## src/rtl/cdb_arbiter.sv

```systemverilog
// Round-robin Common Data Bus arbiter: picks one completed functional-unit
// result per cycle and broadcasts its tag/value from registers on the next cycle.
module cdb_arbiter #(
  parameter int NUM_REQ = 4,
  parameter int TAG_W   = 4,
  parameter int DATA_W  = 32
) (
  input  logic                       clk,
  input  logic                       reset,
  input  logic                       flush,
  input  logic [NUM_REQ-1:0]         req_valid,
  input  logic [NUM_REQ*TAG_W-1:0]   req_tag,
  input  logic [NUM_REQ*DATA_W-1:0]  req_data,
  output logic [NUM_REQ-1:0]         req_grant,
  output logic                       cdb_valid,
  output logic [TAG_W-1:0]           cdb_tag,
  output logic [DATA_W-1:0]          cdb_data,
  output logic [$clog2(NUM_REQ)-1:0] cdb_src
);

  localparam int PTR_W = $clog2(NUM_REQ);

  logic [PTR_W-1:0]  rr_ptr_q,    rr_ptr_d;
  logic              cdb_valid_q, cdb_valid_d;
  logic [TAG_W-1:0]  cdb_tag_q,   cdb_tag_d;
  logic [DATA_W-1:0] cdb_data_q,  cdb_data_d;
  logic [PTR_W-1:0]  cdb_src_q,   cdb_src_d;

  logic              grant_found;
  logic              grant_ok;
  logic [PTR_W-1:0]  grant_idx;
  logic [PTR_W:0]    idx_sum;

  // Scan from rr_ptr upward with an explicit wrap so non-power-of-two
  // NUM_REQ never indexes a missing unit.
  always_comb begin
    // NOTE: every variable gets a default before any conditional assignment,
    // otherwise the tool infers a latch to hold its old value.
    grant_found = 1'b0;
    grant_idx   = '0;
    idx_sum     = '0;
    for (int k = 0; k < NUM_REQ; k++) begin
      idx_sum = {1'b0, rr_ptr_q} + (PTR_W+1)'(k);
      if (idx_sum >= (PTR_W+1)'(NUM_REQ)) begin
        idx_sum = idx_sum - (PTR_W+1)'(NUM_REQ);
      end
      if (!grant_found && req_valid[idx_sum[PTR_W-1:0]]) begin
        grant_found = 1'b1;
        grant_idx   = idx_sum[PTR_W-1:0];
      end
    end
  end

  assign grant_ok = grant_found && !reset && !flush;

  always_comb begin
    req_grant = '0;
    if (grant_ok) begin
      req_grant[grant_idx] = 1'b1;
    end
  end

  // Without a grant the payload holds; only the valid bit drops.
  always_comb begin
    rr_ptr_d    = rr_ptr_q;
    cdb_valid_d = 1'b0;
    cdb_tag_d   = cdb_tag_q;
    cdb_data_d  = cdb_data_q;
    cdb_src_d   = cdb_src_q;
    if (grant_ok) begin
      cdb_valid_d = 1'b1;
      cdb_tag_d   = req_tag[grant_idx*TAG_W +: TAG_W];
      cdb_data_d  = req_data[grant_idx*DATA_W +: DATA_W];
      cdb_src_d   = grant_idx;
      rr_ptr_d    = (grant_idx == PTR_W'(NUM_REQ-1)) ? '0 : grant_idx + 1'b1;
    end
  end

  always_ff @(posedge clk) begin
    // NOTE: sequential state uses non-blocking assignments so every flop
    // samples its _d value from before this edge, independent of order.
    if (reset) begin
      rr_ptr_q    <= '0;
      cdb_valid_q <= 1'b0;
      cdb_tag_q   <= '0;
      cdb_data_q  <= '0;
      cdb_src_q   <= '0;
    end else begin
      rr_ptr_q    <= rr_ptr_d;
      cdb_valid_q <= cdb_valid_d;
      cdb_tag_q   <= cdb_tag_d;
      cdb_data_q  <= cdb_data_d;
      cdb_src_q   <= cdb_src_d;
    end
  end

  assign cdb_valid = cdb_valid_q;
  assign cdb_tag   = cdb_tag_q;
  assign cdb_data  = cdb_data_q;
  assign cdb_src   = cdb_src_q;

endmodule
```

## config.mk

```make
export PLATFORM = sky130hd
export DESIGN_NAME = cdb_arbiter
export DESIGN_NICKNAME = d
export VERILOG_FILES = /design/src/rtl/cdb_arbiter.sv
export SDC_FILE = /design/constraint.sdc
export NUM_CORES = 1
export LEC_CHECK = 0
export BUFFER_PORTS_ARGS = -buffer_cell sky130_fd_sc_hd__buf_4
export CAP_MARGIN = 5
export CORE_UTILIZATION = 39
export DETAILED_ROUTE_END_ITERATION = 12
export GPL_TIMING_DRIVEN = 0
export PLACE_DENSITY = 0.87
export SETUP_SLACK_MARGIN = 0.5
export SYNTH_ARGS = -nofsm -noshare
export SYNTH_HDL_FRONTEND = slang
export SYNTH_SLANG_ARGS = --single-unit
```

## constraint.sdc

```tcl
create_clock -name clk -period 1.7 [get_ports clk]
set_input_delay 0.085 -clock clk [delete_from_list [all_inputs] [get_ports clk]]
set_output_delay 0.085 -clock clk [all_outputs]
set_load 0.01 [all_outputs]
```

==> impl_metrics.env <==
export IMPL_synthArstFlopShare_pct=0
export IMPL_p_clk_share_pct=18.6
export IMPL_clock_sinks=41
export IMPL_die_area_um2=8090
export IMPL_htree_levels=2
export IMPL_stdcell_count=645
export IMPL_area_growth_pct=74.5
export IMPL_p_switching_mw=1.36
export IMPL_hold_path_class="input pin to register"
export IMPL_cp_depth=8
export IMPL_rsz0062_at_grt="true"
export IMPL_whs_ns=0.0692
export IMPL_avgSynthCellArea_um2=9.09
export IMPL_synth_nets=484
export IMPL_combPwrFrac_pct=51.8
export IMPL_io_pins=194
export IMPL_crit_path_end_kind="output port"
export IMPL_postRouteAntennaNets=0
export IMPL_drive_above_1_share_pct=66.1
export IMPL_ff2ff_path_depth=8
export IMPL_worstSetupPathType="register to output port"
export IMPL_overflow=0
export IMPL_hold_violations=0
export IMPL_wl_um=10900
export IMPL_violations="setup timing"
export IMPL_ys_ff_latch=41
export IMPL_synth_area_um2=3020
export IMPL_fmax_ghz=0.494
export IMPL_root_buffer="clkbuf_8"
export IMPL_dp_hpwl_um=8360
export IMPL_place_congestion=0.836
export IMPL_synth_flop_cell="dfxtp_1"
export IMPL_place_inst=624
export IMPL_crit_chain="nor2b_2 > or4b_4 > buf_8 > nand2_8 > buf_12 > ha_4 > and2_1 > buf_4"
export IMPL_final_nets=697
export IMPL_cts_max_path_buffers=2
export IMPL_fp_dieH_um=90.0
export IMPL_pwr_density_cell_nw_per_um2=738
export IMPL_start_util_pct=40.9
export IMPL_yosysSeqAreaShare_pct=27.2
export IMPL_layout_min_cycle_time_ns=2.02
export IMPL_setup_ws_ns=-0.325
export IMPL_critPathBufInv=3
export IMPL_rrSetupSlack_ns=-0.32
export IMPL_start_kind="register"
export IMPL_insertion_delay_ns=0.29
export IMPL_finClkSkew_ns=0.00965
export IMPL_grtUsageTotal_pct=26.0
export IMPL_max_vdd_ir_drop_mv=0.365
export IMPL_min_period_over_period_pct=119
export IMPL_numCtsBuffers=5
export IMPL_arrival_ns=1.94
export IMPL_via_count=3533
export IMPL_wl_per_cell_um=16.9
export IMPL_first_pass_iters=4
export IMPL_drv_cap=0
export IMPL_cp_required_ns=1.62
export IMPL_slowest_delay_ns=0.53
export IMPL_coreArea_um2=7370
export IMPL_outcome="finished, violations left"
export IMPL_synth_cell_type_count=32
export IMPL_slowest_stage="or4b_4"
export IMPL_die_width_um=90.0
export IMPL_finalSetupViolCount=39
export IMPL_max_slew_worst_pin_slew_ns=0.839
export IMPL_seq_power_share_pct=29.6
export IMPL_diodes=0
export IMPL_drc_errors=0
export IMPL_swShare_pct=34.9
export IMPL_hold_depth=3
export IMPL_slew_violations=0
export IMPL_crit_family="simple AND/OR/NAND/NOR gates"
export IMPL_antenna_found_initial=0
export IMPL_slew_headroom_pct=43.8
export IMPL_grt_max_degree=13
export IMPL_synth_warning_count=0
export IMPL_row_count=31
export IMPL_cp_max_fo=3
export IMPL_syn_inst=332
export IMPL_synth_edf_count=0
export IMPL_tritoncts="yes"
export IMPL_clkTransAtPathRegs_ns=0.09
export IMPL_utilization_pct=71.4
export IMPL_port_buffers=193
export IMPL_drt_iter0_drc=76
export IMPL_leakagePower_nw=2.35
export IMPL_vias_per_cell=5.48
export IMPL_grt_pass1_vias=3555
export IMPL_grt_first_pass_wirelength_um=17100
export IMPL_p_int_mw=2.53
==> metrics by stage <==
| step | TNS [ns] | area [µm²] | total power [mW] | setup slack [ns] |
|---|---|---|---|---|
| finish | -9.84 | 5270 | 3.88 | -0.325 |
| CTS | -10.12 | 5190 | 3.87 | -0.319 |
| global placement | -8.95 | 4920 | 2.98 | -0.287 |
| floorplan | -0.969 | 3340 | 2.34 | -0.0465 |
| global route | -12.71 | 5270 | 4.09 | -0.384 |
| detailed placement | -9.48 | 4920 | 3.03 | -0.343 |
==> tightest hold or removal path: cells and delay by family <==
| family | cells | cell delay, ns |
|---|---|---|
| and+or+nand+nor | 1 | 0.10 |
| buffers and inverters | 1 | 0.10 |
| AOI/OAI and AO/OA | 1 | 0.05 |
==> cell usage after synthesis, drive strengths merged, types with 2 or more instances <==
cell type | n | area share, %
nor2b | 4 | 0.83
nor3 | 3 | 0.50
nand2 | 42 | 5.8
inv | 2 | 0.25
dfxtp | 41 | 27
clkbuf | 17 | 2.1
buf | 22 | 8.2
o31ai | 36 | 11
or3 | 2 | 0.41
and3 | 72 | 15
o21ai | 2 | 0.33
nor2 | 5 | 0.62
a211oi | 72 | 24
==> timing repair <==
item | CTS | global route
hold endpoints to repair | 1 | 0
buffers inserted | 11 | 1
pin swaps | 4 | 15
hold buffers | 1 | 0
endpoints found under the setup margin | 44 | 44
gates resized for setup | 19 | 14
==> sequential cells by signal (all words and copies together) (netlist names) <==
| name | count |
|---|---|
| rr_ptr_q | 2 |
| cdb_data | 32 |
| cdb_src | 2 |
| cdb_tag | 4 |
| cdb_valid | 1 |
==> final cells by class <==
class                           instances  area, µm²
Multi-Input combinational cell        250       2210
Fill cell                             571       2100
Timing Repair Buffer                  206       1570
Sequential cell                        41        828
Buffer                                 39        422
Tap cell                               99        124
Clock buffer                            7       96.3
Inverter                                2       7.51
Clock inverter                          1       5.00
==> power by group through the flow <==
stage	sequential [mW]	combinational (mW)	clock, mW
after floorplan	1.21	1.13	0
after global placement	1.17	1.82	0
after detailed placement	1.17	1.86	0
after CTS	1.15	1.98	0.745
after global routing	1.17	2.14	0.784
final	1.15	2.01	0.722
==> cell families after synthesis <==
group,synth area share [%]
adder cells (fa/ha/maj),0.415
AO/OA/AOI/OAI,36.9
buffers and inverters,10.6
flip-flops,27.2
AND/OR/NAND/NOR,24.9
==> worst paths after layout <==
kind	from	end
max	rr_ptr_q[0]	req_grant[3]
min	reset	rr_ptr_q[1]
max reg2reg	rr_ptr_q[0]	cdb_data[15]
min reg2reg	cdb_data[8]	cdb_data[8]
==> per-layer routing <==
layer  share of wire [%]  global-route usage [%]
met1                  40                    29.3
met2                  52                    49.2
met3                 5.3                    5.25
met4                 2.4                    7.26
met5                   0                       0
==> layout by cell type (no fill, tap or decap), types with 2 or more instances in the layout <==
| cell | instances |
|---|---|
| buf_2 | 4 |
| a211oi_4 | 2 |
| nor2b_2 | 2 |
| a211oi_1 | 2 |
| nor3_4 | 2 |
| and3_4 | 18 |
| o21ai_1 | 2 |
| buf_4 | 201 |
| clkbuf_2 | 5 |
| nand2_1 | 41 |
| o31ai_1 | 24 |
| clkbuf_8 | 9 |
| a211oi_2 | 68 |
| dfxtp_1 | 39 |
| nor2_1 | 4 |
| and3_1 | 54 |
| buf_8 | 4 |
| nor2b_1 | 2 |
| buf_6 | 11 |
| or3_1 | 2 |
| clkbuf_1 | 7 |
| dfxtp_4 | 2 |
| buf_12 | 8 |
| o31ai_2 | 12 |
Note: power is estimated with default switching activity, not from simulation.
